**config.mk**
```make
export PLATFORM = sky130hd
export DESIGN_NAME = nano_fetch_flat
export DESIGN_NICKNAME = d
export VERILOG_FILES = /design/src/rtl/nano_pkg.sv /design/src/rtl/nano_fetch_if.sv /design/src/rtl/nano_fetch.sv /design/src/flat_wrapper.sv
export SDC_FILE = /design/constraint.sdc
export NUM_CORES = 1
export LEC_CHECK = 0
export ABC_AREA = 1
export BUFFER_PORTS_ARGS = -buffer_cell sky130_fd_sc_hd__buf_4
export CELL_PAD_IN_SITES_DETAIL_PLACEMENT = 2
export CELL_PAD_IN_SITES_GLOBAL_PLACEMENT = 2
export CORE_UTILIZATION = 25
export CTS_BUF_LIST = sky130_fd_sc_hd__clkbuf_16
export DETAILED_ROUTE_END_ITERATION = 10
export PLACE_DENSITY_LB_ADDON = 0.1
export SETUP_SLACK_MARGIN = 0.2
export SLEW_MARGIN = 10
export SYNTH_ARGS = -nofsm -noshare
export SYNTH_HDL_FRONTEND = slang
export SYNTH_SLANG_ARGS = --single-unit
export TNS_END_PERCENT = 30
```
**constraint.sdc**
```tcl
create_clock -name clk -period 1.2 [get_ports clk]
set_input_delay 0.06 -clock clk [delete_from_list [all_inputs] [get_ports clk]]
set_output_delay 0.06 -clock clk [all_outputs]
set_load 0.03 [all_outputs]
```
**src/rtl/nano_pkg.sv**
```systemverilog
// Shared definitions for the nanoprocessor.
//   opcode_t      : 4-bit instruction opcode, also consumed by the decoder stage.
//   fetch_state_t : sequencing states of the fetch stage.
//   INSTR_BYTES   : every instruction occupies two bytes (opcode byte, operand byte).
package nano_pkg;

    typedef enum logic [3:0] {
        op_nop = 4'd0,
        op_xor = 4'd1,
        op_and = 4'd2,
        op_or  = 4'd3,
        op_add = 4'd4,
        op_adc = 4'd5,
        op_sub = 4'd6,
        op_sbc = 4'd7,
        op_rol = 4'd8,
        op_ror = 4'd9,
        op_lda = 4'd10,
        op_sta = 4'd11,
        op_out = 4'd12,
        op_jmp = 4'd13,
        op_jnc = 4'd14,
        op_jnz = 4'd15
    } opcode_t;

    typedef enum logic [2:0] {
        st_if1 = 3'd0,
        st_if2 = 3'd1,
        st_if3 = 3'd2,
        st_ex  = 3'd3,
        st_wb  = 3'd4
    } fetch_state_t;

    localparam int INSTR_BYTES = 2;

endpackage

```
**src/rtl/nano_fetch_if.sv**
```systemverilog
// Bus between the fetch stage and its surroundings (memory, ALU flags, decoder).
//   run       : run enable
//   mem_addr  : memory address, mem_rdata valid the following cycle
//   mem_rdata : memory read data
//   mem_we    : memory write strobe (STA)
//   carry/zero: registered ALU flags
//   I         : current opcode
//   operand   : current operand byte
//   exec      : one-cycle execute pulse
//   load_en   : one-cycle pulse, mem_rdata holds LDA data
//   pc        : program counter (trace)
// master = fetch stage, slave = environment.
interface nano_fetch_if #(
    parameter int ADDR_W = 8,
    parameter int DATA_W = 8
);
    logic              run;
    logic [ADDR_W-1:0] mem_addr;
    logic [DATA_W-1:0] mem_rdata;
    logic              mem_we;
    logic              carry;
    logic              zero;
    logic [3:0]        I;
    logic [DATA_W-1:0] operand;
    logic              exec;
    logic              load_en;
    logic [ADDR_W-1:0] pc;

    modport master (
        input  run, mem_rdata, carry, zero,
        output mem_addr, mem_we, I, operand, exec, load_en, pc
    );

    modport slave (
        output run, mem_rdata, carry, zero,
        input  mem_addr, mem_we, I, operand, exec, load_en, pc
    );
endinterface

```
**src/rtl/nano_fetch.sv**
```systemverilog
// Instruction fetch and sequencing stage of the nanoprocessor.
// Walks the PC, reads the two-byte instruction from synchronous memory,
// latches opcode and operand, pulses exec, resolves JMP/JNC/JNZ and drives
// the memory address and strobes for LDA/STA.
// Ports:
//   clk   : system clock, rising edge
//   reset : asynchronous active-high reset
//   bus   : nano_fetch_if master modport (memory, flags, run, decoded outputs)
module nano_fetch #(
    parameter int ADDR_W = 8,
    parameter int DATA_W = 8
) (
    input  logic          clk,
    input  logic          reset,
    nano_fetch_if.master  bus
);
    import nano_pkg::*;

    fetch_state_t      state_reg, state_next;
    logic [ADDR_W-1:0] pc_reg, pc_next;
    opcode_t           i_reg;
    logic [DATA_W-1:0] operand_reg;

    logic [ADDR_W-1:0] pc_plus1;
    logic [ADDR_W-1:0] pc_plus2;
    logic [ADDR_W-1:0] target;

    logic [ADDR_W-1:0] mem_addr;
    logic              mem_we;
    logic              exec;
    logic              load_en;

    // Both increments wrap naturally at the address width.
    assign pc_plus1 = pc_reg + ADDR_W'(1);
    assign pc_plus2 = pc_reg + ADDR_W'(INSTR_BYTES);
    assign target   = operand_reg[ADDR_W-1:0];

    always_ff @(posedge clk or posedge reset) begin
        if (reset) begin
            state_reg   <= st_if1;
            pc_reg      <= '0;
            i_reg       <= op_nop;
            operand_reg <= '0;
        end else begin
            state_reg <= state_next;
            pc_reg    <= pc_next;
            // Memory answers one cycle after the address: the opcode byte
            // requested in IF1 arrives during IF2, the operand during IF3.
            if (state_reg == st_if2) begin
                i_reg <= opcode_t'(bus.mem_rdata[DATA_W-1 -: 4]);
            end
            if (state_reg == st_if3) begin
                operand_reg <= bus.mem_rdata;
            end
        end
    end

    // Strobes are decoded from the registered state only, so each is a clean
    // single-cycle pulse and drops the moment reset forces the state to IF1.
    always_comb begin
        state_next = state_reg;
        pc_next    = pc_reg;
        mem_addr   = pc_reg;
        mem_we     = 1'b0;
        exec       = 1'b0;
        load_en    = 1'b0;
        case (state_reg)
            st_if1: begin
                if (bus.run) begin
                    state_next = st_if2;
                end
            end
            st_if2: begin
                mem_addr   = pc_plus1;
                state_next = st_if3;
            end
            st_if3: begin
                mem_addr   = pc_plus1;
                state_next = st_ex;
            end
            st_ex: begin
                mem_addr = target;
                exec     = 1'b1;
                mem_we   = (i_reg == op_sta);
                // Flags are looked at only here, on the EX edge.
                case (i_reg)
                    op_jmp:  pc_next = target;
                    op_jnc:  pc_next = bus.carry ? pc_plus2 : target;
                    op_jnz:  pc_next = bus.zero  ? pc_plus2 : target;
                    default: pc_next = pc_plus2;
                endcase
                state_next = (i_reg == op_lda) ? st_wb : st_if1;
            end
            st_wb: begin
                mem_addr   = target;
                load_en    = 1'b1;
                state_next = st_if1;
            end
            default: begin
                state_next = st_if1;
            end
        endcase
    end

    assign bus.mem_addr = mem_addr;
    assign bus.mem_we   = mem_we;
    assign bus.exec     = exec;
    assign bus.load_en  = load_en;
    assign bus.I        = i_reg;
    assign bus.operand  = operand_reg;
    assign bus.pc       = pc_reg;

endmodule

```
**src/flat_wrapper.sv**
```systemverilog
// flat-port wrapper written by rule: the top's interface ports become plain ports
module nano_fetch_flat import nano_pkg::*;
#(
    parameter int ADDR_W = 8,
    parameter int DATA_W = 8
)
  (clk, reset, bus_run, bus_mem_rdata, bus_carry, bus_zero, bus_mem_addr, bus_mem_we, bus_I, bus_operand, bus_exec, bus_load_en, bus_pc);
  nano_fetch_if #(.ADDR_W(ADDR_W), .DATA_W(DATA_W)) bus_i ();
  input  logic clk;
  input  logic reset;
  input wire logic [$bits(bus_i.run)-1:0] bus_run;
  input wire logic [$bits(bus_i.mem_rdata)-1:0] bus_mem_rdata;
  input wire logic [$bits(bus_i.carry)-1:0] bus_carry;
  input wire logic [$bits(bus_i.zero)-1:0] bus_zero;
  output wire logic [$bits(bus_i.mem_addr)-1:0] bus_mem_addr;
  output wire logic [$bits(bus_i.mem_we)-1:0] bus_mem_we;
  output wire logic [$bits(bus_i.I)-1:0] bus_I;
  output wire logic [$bits(bus_i.operand)-1:0] bus_operand;
  output wire logic [$bits(bus_i.exec)-1:0] bus_exec;
  output wire logic [$bits(bus_i.load_en)-1:0] bus_load_en;
  output wire logic [$bits(bus_i.pc)-1:0] bus_pc;
  assign bus_i.run = bus_run;
  assign bus_i.mem_rdata = bus_mem_rdata;
  assign bus_i.carry = bus_carry;
  assign bus_i.zero = bus_zero;
  assign bus_mem_addr = bus_i.mem_addr;
  assign bus_mem_we = bus_i.mem_we;
  assign bus_I = bus_i.I;
  assign bus_operand = bus_i.operand;
  assign bus_exec = bus_i.exec;
  assign bus_load_en = bus_i.load_en;
  assign bus_pc = bus_i.pc;
  nano_fetch #(.ADDR_W(ADDR_W), .DATA_W(DATA_W)) u_core (.clk(clk), .reset(reset), .bus(bus_i));
endmodule
```
==> flow_summary.json <==
{
  "wl_met1_um": 2833,
  "die_y_um": 78.88,
  "avgSynthCellArea_sq_um": 7.315,
  "synth.distinct_cells": 29,
  "path_clk_slew_ns": 0.07,
  "dieWidth_um": 78.88,
  "worstSetupPathType": "reg2out",
  "worst_slew_pin_slew_ns": 0.3368,
  "ys_ff_latch": 23,
  "cts_buffers": 3,
  "grt_usage_pct": 23.47,
  "p_int_mw": 4.813,
  "p_leak_nw": 1.355,
  "powerDensity_nw_per_um2": 3522,
  "num_vias": 1813,
  "layout_commonest_cell": "nand2_1",
  "grt_pass1_vias": 2019,
  "clockBufferDepth": 2,
  "antenna_found_initial": 0,
  "critPathLaunchType": "flip-flop",
  "clock.fmax_mhz": 572.9,
  "ant_nets": 0,
  "synth_top_cell_by_area": "dfrtp_1",
  "routed_wl_um": 6863,
  "fillCellCount": 622,
  "cp.arrival_ns": 1.69,
  "p_sw_share_pct": 49.94,
  "met2_length_um": 3757,
  "first_pass_iters": 4,
  "met3WireLength_um": 167,
  "final-hold-violation-count": 0,
  "synthCells": 202,
  "slew_violations": 0,
  "gp_congestion": 0.7416,
  "p_sw_mw": 4.802,
  "synth_fp_nets": 217,
  "seqPwrFrac_pct": 17.4,
  "synth_top_area_share_pct": 38.95,
  "ir_worst_vdd_mv": 1.766,
  "clk_latency_ns": 0.27,
  "io_buffers": 43,
  "period_minus_slack_ns": 1.746,
  "drt-wirelength-per-cell_um": 18.50,
  "dp_hpwl_um": 4488,
  "dp_slack_ns": -0.2686,
  "fin_crit_sh_pct": 145.5,
  "comb_power_share_pct": 74.5,
  "yosysWarnings": 0,
  "relSlewSlack_pct": 77.55,
  "skew_ns": 0.003478,
  "cts_htree_levels": 1,
  "syn2layout_area_growth_pct": 84.76,
  "maxCapViolCount": 0,
  "viasPerCell": 4.887,
  "synth.area.top_cells": "dfrtp_1, nand2_1, nand3_1",
  "coreArea_sq_um": 5608,
  "rsz0062_at_grt": "true",
  "die_area_sq_um": 6222,
  "drc": 0,
  "netlist_area_sq_um": 1478,
  "hold_class": "in2reg",
  "ios": 44,
  "n_antenna_cell": 0,
  "worstSetupEndpointType": "output pin",
  "grt_pass1_wl_um": 10920,
  "fin_util_pct": 48.68,
  "cts_tree": "yes",
  "grt_overflow": 0,
  "finalSetupViolations": 21,
  "status": "finished, violations left",
  "top_layer": "met4",
  "grt_max_degree": 24,
  "violations": "negative setup slack",
  "crit_fanout": 4,
  "initial_utilization_pct": 26.35,
  "root_buffer": "clkbuf_16",
  "clkPwrFrac_pct": 8.1,
  "drive_gt1_share_pct": 52.51,
  "required_ns": 1.14,
  "clock_sinks": 23,
  "drt_iter0_drc": 57,
  "setup_slack_ns": -0.5456,
  "rows": 27,
  "layout_common_cells": "nand2_1, buf_4, buf_6",
  "nNetsFinal": 315,
  "ys_seq_area_share_pct": 38.95
}
[power groups by stage]
stage / Clock [mW] / Sequential, mW / Combinational (mW)
finish: 0.781 / 1.67 / 7.16
global route: 0.812 / 1.73 / 7.60
CTS: 0.780 / 1.63 / 6.84
detailed placement: 0 / 1.62 / 5.80
global placement: 0 / 1.59 / 5.65
floorplan: 0 / 2.23 / 2.67
[area by class of cell]
cell class	count	area (sq um)	area share, %
multi-input combinational	153	994.7	36.43
clock buffer	3	75.07	2.750
inverter	24	95.09	3.483
timing repair buffer	95	882.1	32.31
clock inverter	1	3.754	0.1375
tap	72	90.09	3.300
sequential	23	589.3	21.59
[cell usage after synthesis, drive strengths merged]
cell / instances
nand2: 73
nand3: 25
inv: 24
dfrtp: 23
nor2: 16
o21ai: 14
nand4: 9
buf: 3
a21oi: 2
ha: 2
mux2: 2
nor4: 2
or2: 2
nand3b: 1
o211ai: 1
o21a: 1
o31ai: 1
xor2: 1
[per-layer routing]
metal	up-vias	global-route usage, %
met5	-	0
met4	0	4.364
met3	10	2.874
met2	43	45.22
met1	901	27.74
li1	859	-
[path summary, 6_finish.rpt]
| path | start | end | slack (ns) | cells after the start |
|---|---|---|---|---|
| min in group asynchronous | reset | u_core.bus.operand[3] | 0.42 | 4 |
| min reg2reg | u_core.bus.operand[7] | u_core.bus.operand[7] | 0.56 | 2 |
| max reg2reg | u_core.state_reg[0] | u_core.bus.pc[7] | -0.27 | 6 |
| max in group asynchronous | reset | u_core.bus.pc[7] | 0.50 | 4 |
| max | u_core.state_reg[1] | bus_mem_addr[2] | -0.55 | 6 |
| min | bus_run | u_core.state_reg[0] | 0.0005 | 2 |
[critical path, stage by stage, from the launching register on]
cell     delay, ns
dfrtp_1       0.41
or2_4         0.29
buf_4         0.15
o21ai_4       0.19
nand2_1       0.14
nand3_2       0.11
buf_6         0.13
[what timing repair did]
action,in CTS,in global routing
pin swaps,11,3
resized for setup,55,20
buffers inserted,13,1
endpoints found under the setup margin,44,47
hold buffers,1,0
cloned,1,0
endpoints found under the hold margin,23,0
[cell families after synthesis]
family	Yosys count	synth area share, %
flip-flops	23	38.95
XOR/XNOR	1	0.5928
multiplexers	2	1.524
buffers and inverters	27	7.536
AND/OR/NAND/NOR	128	42.00
adder cells (fa/ha/maj)	2	1.693
AO/OA/AOI/OAI	19	7.706
[per-stage QoR]
stage / total power [mW] / instance area (sq um) / cells / hold WS, ns / TNS, ns
after detailed placement: 7.416 / 2282 / 351 / 0.1540 / -2.838
after global routing: 10.14 / 2730 / 371 / 0.01182 / -7.648
after floorplan: 4.904 / 1603 / 202 / 0.06136 / -1.283
after global placement: 7.244 / 2282 / 351 / 0.1385 / -2.032
final: 9.614 / 2730 / 371 / 0.0005391 / -6.733
after CTS: 9.253 / 2664 / 370 / 0.006387 / -6.341
(Power assumes the default switching activity.)
